<file path="src/rtl/line_window_gen.sv">
// Raster-stream to KxK sliding-window generator feeding the convolution PE.
// Optional start-of-frame input enabled by defining LINE_WINDOW_SOF_EN.
module line_window_gen #(
    parameter int KERNEL_SIZE    = 3,
    parameter int PX_SIZE        = 8,
    parameter int INPUT_CHANNELS = 1,
    parameter int IMG_WIDTH      = 32,
    parameter int IMG_HEIGHT     = 32
) (
    input  logic                                                               clk,
    input  logic                                                               rst,
    input  logic                                                               in_valid,
`ifdef LINE_WINDOW_SOF_EN
    input  logic                                                               in_sof,
`endif
    output logic                                                               in_ready,
    input  logic [INPUT_CHANNELS-1:0][PX_SIZE-1:0]                             in_px,
    output logic                                                               out_valid,
    input  logic                                                               out_ready,
    output logic [KERNEL_SIZE-1:0][KERNEL_SIZE-1:0][INPUT_CHANNELS-1:0][PX_SIZE-1:0] window,
    output logic [$clog2(IMG_WIDTH)-1:0]                                       out_x,
    output logic [$clog2(IMG_HEIGHT)-1:0]                                      out_y,
    output logic                                                               out_last
);

    localparam int XW = $clog2(IMG_WIDTH);
    localparam int YW = $clog2(IMG_HEIGHT);

    typedef logic [INPUT_CHANNELS-1:0][PX_SIZE-1:0] pixel_t;
    typedef pixel_t [KERNEL_SIZE-1:0]               column_t;
    typedef column_t [KERNEL_SIZE-1:0]              win_t;

    pixel_t        lb_mem [KERNEL_SIZE-1][IMG_WIDTH];
    pixel_t        lb_rd  [KERNEL_SIZE-1];
    win_t          win_sr;
    win_t          sr_next;
    logic [XW-1:0] col;
    logic [XW-1:0] pos_col;
    logic [YW-1:0] row;
    logic [YW-1:0] pos_row;
    logic          accept;
    logic          emit;
    logic          at_last_col;
    logic          at_last_row;

    assign in_ready = !out_valid || out_ready;
    assign accept   = in_valid && in_ready;

    // A start-of-frame pixel overrides the counters so it lands at (0,0).
`ifdef LINE_WINDOW_SOF_EN
    assign pos_col = in_sof ? '0 : col;
    assign pos_row = in_sof ? '0 : row;
`else
    assign pos_col = col;
    assign pos_row = row;
`endif

    assign at_last_col = (pos_col == XW'(IMG_WIDTH - 1));
    assign at_last_row = (pos_row == YW'(IMG_HEIGHT - 1));
    assign emit        = (pos_col >= XW'(KERNEL_SIZE - 1)) && (pos_row >= YW'(KERNEL_SIZE - 1));

    always_comb begin
        for (int k = 0; k < KERNEL_SIZE - 1; k++) begin
            lb_rd[k] = lb_mem[k][pos_col];
        end
    end

    // Buffer k holds the line k+1 rows above the incoming one; data ripples down a buffer per line.
    always_ff @(posedge clk) begin
        if (accept) begin
            lb_mem[0][pos_col] <= in_px;
            for (int k = 1; k < KERNEL_SIZE - 1; k++) begin
                lb_mem[k][pos_col] <= lb_rd[k-1];
            end
        end
    end

    // New rightmost column: oldest line on top, live pixel at the bottom.
    always_comb begin
        sr_next = win_sr;
        for (int x = 0; x < KERNEL_SIZE - 1; x++) begin
            sr_next[x] = win_sr[x+1];
        end
        for (int y = 0; y < KERNEL_SIZE - 1; y++) begin
            sr_next[KERNEL_SIZE-1][y] = lb_rd[KERNEL_SIZE-2-y];
        end
        sr_next[KERNEL_SIZE-1][KERNEL_SIZE-1] = in_px;
    end

    always_ff @(posedge clk or posedge rst) begin
        if (rst) begin
            col       <= '0;
            row       <= '0;
            win_sr    <= '0;
            out_valid <= 1'b0;
            window    <= '0;
            out_x     <= '0;
            out_y     <= '0;
            out_last  <= 1'b0;
        end else begin
            if (accept) begin
                win_sr <= sr_next;
                if (at_last_col) begin
                    col <= '0;
                    row <= at_last_row ? '0 : pos_row + 1'b1;
                end else begin
                    col <= pos_col + 1'b1;
                    row <= pos_row;
                end
            end
            if (accept && emit) begin
                out_valid <= 1'b1;
                window    <= sr_next;
                out_x     <= pos_col - XW'(KERNEL_SIZE - 1);
                out_y     <= pos_row - YW'(KERNEL_SIZE - 1);
                out_last  <= at_last_col && at_last_row;
            end else if (out_ready) begin
                out_valid <= 1'b0;
            end
        end
    end

endmodule

</file>
<file path="config.mk">
export PLATFORM = sky130hd
export DESIGN_NAME = line_window_gen
export DESIGN_NICKNAME = d
export VERILOG_FILES = /design/src/rtl/line_window_gen.sv
export SDC_FILE = /design/constraint.sdc
export NUM_CORES = 1
export LEC_CHECK = 0
export BUFFER_PORTS_ARGS = -buffer_cell sky130_fd_sc_hd__buf_2
export CORE_MARGIN = 1.5
export CORE_UTILIZATION = 27
export CTS_CLUSTER_SIZE = 24
export DETAILED_ROUTE_END_ITERATION = 10
export REMOVE_ABC_BUFFERS = 1
export SKIP_CTS_REPAIR_TIMING = 1
export SLEW_MARGIN = 20
export SYNTH_ARGS = -nofsm -noshare
export SYNTH_HDL_FRONTEND = slang
export SYNTH_SLANG_ARGS = --single-unit
</file>
<file path="constraint.sdc">
create_clock -name clk -period 4 [get_ports clk]
set_clock_uncertainty 0.1 [all_clocks]
set_input_delay 0.2 -clock clk [delete_from_list [all_inputs] [get_ports clk]]
set_output_delay 0.2 -clock clk [all_outputs]
set_load 0.005 [all_outputs]
</file>
==> report_table.html <==
<table>
<tr><th>Metric</th><th>Value</th></tr>
<tr><th colspan="2">Outcome</th></tr>
<tr><td>Result of the run</td><td>finished, final reports clean</td></tr>
<tr><th colspan="2">Finish</th></tr>
<tr><td>Share of post-route cells with drive strength above 1</td><td>20.7%</td></tr>
<tr><td>Antenna cell count</td><td>0</td></tr>
<tr><td>Leading cell type in the layout, fill and taps excluded</td><td>sky130_fd_sc_hd__edfxtp_1</td></tr>
<tr><td>Area added between synthesis and finish</td><td>18.0%</td></tr>
<tr><td>Post-layout instance count excluding filler cells</td><td>3010</td></tr>
<tr><td>Leading cell types in the layout, fill and taps excluded</td><td>512 x sky130_fd_sc_hd__edfxtp_1, 256 x sky130_fd_sc_hd__mux2i_1, 141 x sky130_fd_sc_hd__dfrtp_1, 127 x sky130_fd_sc_hd__o22ai_1, 119 x sky130_fd_sc_hd__nand2_1</td></tr>
<tr><td>Final net count</td><td>1727</td></tr>
<tr><th colspan="2">Timing</th></tr>
<tr><td>Shortest period the worst path allows</td><td>3.65 ns</td></tr>
<tr><td>Max Transition Viols Final</td><td>0</td></tr>
<tr><td>Count of endpoints failing hold in the final timing report</td><td>0</td></tr>
<tr><td>Worst max-slew margin expressed relative to the limit</td><td>23.5%</td></tr>
<tr><td>Unrepaired setup endpoints after global routing</td><td>no</td></tr>
<tr><td>Fraction of the cycle the final worst path needs</td><td>91.4%</td></tr>
<tr><td>Setup_tns</td><td>0 ns</td></tr>
<tr><td>Slew at the pin with the worst max-slew slack</td><td>roughly 1.1 ns</td></tr>
<tr><td>Timing-limited maximum frequency</td><td>0.274 GHz</td></tr>
<tr><td>Setup-failing EPs final</td><td>0</td></tr>
<tr><th colspan="2">Floorplan</th></tr>
<tr><td>Horiz. Die Dim</td><td>310 µm</td></tr>
<tr><td>Core Box Area</td><td>just over 0.09 mm²</td></tr>
<tr><td>Total Die Area</td><td>0.0960 mm²</td></tr>
<tr><td>Ports placed on the boundary</td><td>97</td></tr>
<tr><td>Row count</td><td>112</td></tr>
<tr><td>Initial Utilization</td><td>27.2%</td></tr>
<tr><td>Vertical extent of the die</td><td>310 µm</td></tr>
<tr><th colspan="2">Drt</th></tr>
<tr><td>Number of vias per cell</td><td>4.77</td></tr>
<tr><td>DRT iter0 DRCs</td><td>1446</td></tr>
<tr><td>DRC errors left</td><td>0</td></tr>
<tr><td>Final WL</td><td>65.6 mm</td></tr>
<tr><td>Detailed-route via count</td><td>between 10000 and 15000</td></tr>
<tr><td>Count of antenna-violating nets left after detailed routing</td><td>0</td></tr>
<tr><td>First-pass iteration count of the detailed router</td><td>5</td></tr>
<tr><td>Average detailed-routed wire length per instance</td><td>21.8 µm</td></tr>
<tr><th colspan="2">Worst setup path</th></tr>
<tr><td>Setup crit start</td><td>col[0]$_DFFE_PP0P_</td></tr>
<tr><td>Reg2reg end</td><td>lb_mem[0][393]$_DFFE_PP_</td></tr>
<tr><td>Internal reg-to-reg setup slack</td><td>0.35 ns</td></tr>
<tr><td>Origin of the critical flop-to-flop path</td><td>col[0]$_DFFE_PP0P_</td></tr>
<tr><td>Worst path cell trace</td><td>nand4bb_1 -&gt; o22ai_1 -&gt; nor4_1 -&gt; nand2_1 -&gt; buf_4</td></tr>
<tr><td>Register-to-Register Path Depth</td><td>5</td></tr>
<tr><td>Capturing element type of the critical path</td><td>flip-flop</td></tr>
<tr><td>Critical path peak fanout</td><td>32</td></tr>
<tr><td>CP arrival</td><td>3.84 ns</td></tr>
<tr><td>WS Path Type</td><td>reg2reg</td></tr>
<tr><td>Required time at the worst-slack endpoint</td><td>~4.2 ns</td></tr>
<tr><td>Crit path launch type</td><td>flip-flop</td></tr>
<tr><td>Worst Setup EP</td><td>lb_mem[0][393]$_DFFE_PP_</td></tr>
<tr><td>Slowest Stage Delay on Critical Path</td><td>0.92 ns</td></tr>
<tr><td>Slowest cell on the critical path</td><td>sky130_fd_sc_hd__nor4_1</td></tr>
<tr><th colspan="2">GRT</th></tr>
<tr><td>First-pass GRT wire length</td><td>95.0 mm</td></tr>
<tr><td>Remaining global-route overflow</td><td>0</td></tr>
<tr><td>Vias in the first global route</td><td>14255</td></tr>
<tr><td>Pin count of the biggest net entering global routing</td><td>85</td></tr>
<tr><td>Tot GR Track Use</td><td>13.5%</td></tr>
<tr><td>Initial antenna violation count</td><td>4</td></tr>
<tr><th colspan="2">Pwr</th></tr>
<tr><td>Static Leakage</td><td>11.3 nW</td></tr>
<tr><td>Seq pwr share</td><td>around 44%</td></tr>
<tr><td>Clock network fraction of total power</td><td>28.9%</td></tr>
<tr><td>Share of total power in combinational logic</td><td>between 20% and 30%</td></tr>
<tr><td>Peak supply drop</td><td>0.000454 V</td></tr>
<tr><td>Reported net switching power</td><td>between 6 and 7 mW</td></tr>
<tr><td>Internal</td><td>14.9 mW</td></tr>
<tr><td>Sw Ratio</td><td>31.1%</td></tr>
<tr><td>Pwr/cell area</td><td>722 mW/mm²</td></tr>
<tr><th colspan="2">CTS</th></tr>
<tr><td>TritonCTS clock tree</td><td>done</td></tr>
<tr><td>Root Buffer Master</td><td>sky130_fd_sc_hd__clkbuf_16</td></tr>
<tr><td>Sink count of the clock tree</td><td>654</td></tr>
<tr><td>Reg clk slew, reported paths</td><td>0.07 ns</td></tr>
<tr><td>Total CTS buffers</td><td>69</td></tr>
<tr><td>Clock latency reported for the late side of the worst-skew pair</td><td>0.60 ns</td></tr>
<tr><td>Max Root-Sink Buffers</td><td>3</td></tr>
<tr><td>H-tree depth reported by CTS</td><td>3</td></tr>
<tr><th colspan="2">Logic synthesis</th></tr>
<tr><td>Synth Register Bits</td><td>654</td></tr>
<tr><td>Post-synthesis sequential area ratio</td><td>74.5%</td></tr>
<tr><td>Number of warnings issued by yosys</td><td>0</td></tr>
<tr><td>Number of enable flip-flop cells after synthesis</td><td>512</td></tr>
<tr><td>Synthesized cell area</td><td>0.0254 mm²</td></tr>
<tr><td>Syn_area_per_cell</td><td>16.6 µm²</td></tr>
<tr><td>Mapped Cells</td><td>1529</td></tr>
<tr><td>Most used flip-flop cell after synthesis</td><td>sky130_fd_sc_hd__edfxtp_1</td></tr>
<tr><td>Distinct cell type count after synthesis</td><td>40</td></tr>
<tr><td>Fraction of registers with async set/reset</td><td>a little over a fifth</td></tr>
<tr><th colspan="2">Placement</th></tr>
<tr><td>Final HPWL DP</td><td>40.3 mm</td></tr>
<tr><td>Placer's final routability congestion estimate</td><td>0.805</td></tr>
<tr><td>Placed cell count</td><td>slightly below 3000</td></tr>
<tr><td>Input/output buffers</td><td>96</td></tr>
<tr><th colspan="2">Hold path</th></tr>
<tr><td>Number of cells traversed by the worst hold path</td><td>3</td></tr>
<tr><td>Path class of the lowest-slack min-delay path</td><td>in2reg</td></tr>
<tr><th colspan="2">Flow run</th></tr>
<tr><td>Max capacitance violation total</td><td>0</td></tr>
</table>
worst max-delay path: cells and delay by family, from the launching register on:
kind / cells / cell delay, ns
compound gates: 1 / 0.20
simple gates: 3 / 1.88
flops: 1 / 0.82
buf+inv: 1 / 0.32
stage by stage:
step                      hold WS (ns)  total power [mW]  utilization (%)  setup WS, ns  area (µm²)
final                           0.0400              21.6             32.1         0.345       30000
after global routing            0.0228              22.5             32.1         0.206       30000
after CTS                       -0.330              21.7             32.1         0.398       30000
after detailed placement         0.313              15.5             29.7         0.429       27800
after global placement           0.301              15.3             29.7         0.458       27800
after floorplan                  0.199              12.5                -         -8.47       24900
logic make-up after synthesis:
| group | Yosys count | share of synthesized area (%) |
|---|---|---|
| flops | 654 | 74.5 |
| mux | 321 | 13.4 |
| simple gates | 242 | 4.52 |
| compound gates | 197 | 4.76 |
| buf+inv | 99 | 2.13 |
| fa+ha+maj | 12 | 0.591 |
| xor+xnor | 4 | 0.138 |
per-layer routing:
layer  GRT usage, %  vias up  share of wire [%]
met4           4.50        2                2.7
met1           17.8     7440                 43
li1               -     6264                  -
met3           3.07      114                7.1
met2           21.9      532                 48
met5          0.657        -               0.13
how the worst min path moves through the flow:
| stage | to | startpoint | slack, ns |
|---|---|---|---|
| after floorplan | lb_mem[0][0]$_DFFE_PP_ | in_px[0] | 0.20 |
| after CTS | window[12]$_DFFE_PP0P_ | rst | -0.33 |
| after detailed placement | window[44]$_DFFE_PP0P_ | rst | 0.31 |
| after global routing | out_valid$_DFFE_PP0P_ | out_ready | 0.02 |
| after global placement | window[20]$_DFFE_PP0P_ | rst | 0.30 |
| final | pos_row[1]$_DFFE_PP0P_ | in_valid | 0.04 |
cell type report:
type / instances / area [µm²]
Inverter: 11 / 46.3
Clock buffer: 98 / 2050
Fill cell: 9038 / 63300
Tap cell: 1254 / 1570
Multi-Input combinational cell: 776 / 5960
Clock inverter: 26 / 178
Sequential cell: 654 / 18900
Timing Repair Buffer: 191 / 1260
cell usage after synthesis, types with 12 or more instances:
cell                       number  area (µm²)
sky130_fd_sc_hd__mux2_2        36         405
sky130_fd_sc_hd__dfrtp_1      142        3550
sky130_fd_sc_hd__mux2i_1      256        2560
sky130_fd_sc_hd__ha_1          12         150
sky130_fd_sc_hd__a31oi_1       32         200
sky130_fd_sc_hd__nor4_1        32         200
sky130_fd_sc_hd__buf_2         51         255
sky130_fd_sc_hd__nand2_1      120         450
sky130_fd_sc_hd__clkbuf_1      16        60.1
sky130_fd_sc_hd__a21oi_1       22         110
sky130_fd_sc_hd__o22ai_1      127         795
sky130_fd_sc_hd__nor2_1        54         203
sky130_fd_sc_hd__mux2_4        29         435
sky130_fd_sc_hd__edfxtp_1     512       15400
sequential cells by signal, summed over array words and instances, names as in the netlist:
name       count
col            5
lb_mem       512
out_last       1
out_valid      1
out_x          5
out_y          5
pos_row        5
sr_next       48
window        72
power by group through the flow:
stage	clock network, mW	logic, mW	registers, mW
final	6.25	5.78	9.61
after global routing	6.64	6.16	9.69
after CTS	6.36	5.73	9.61
after detailed placement	0	5.71	9.74
after global placement	0	5.59	9.70
after floorplan	0	2.78	9.67
(Power assumes the default switching activity.)
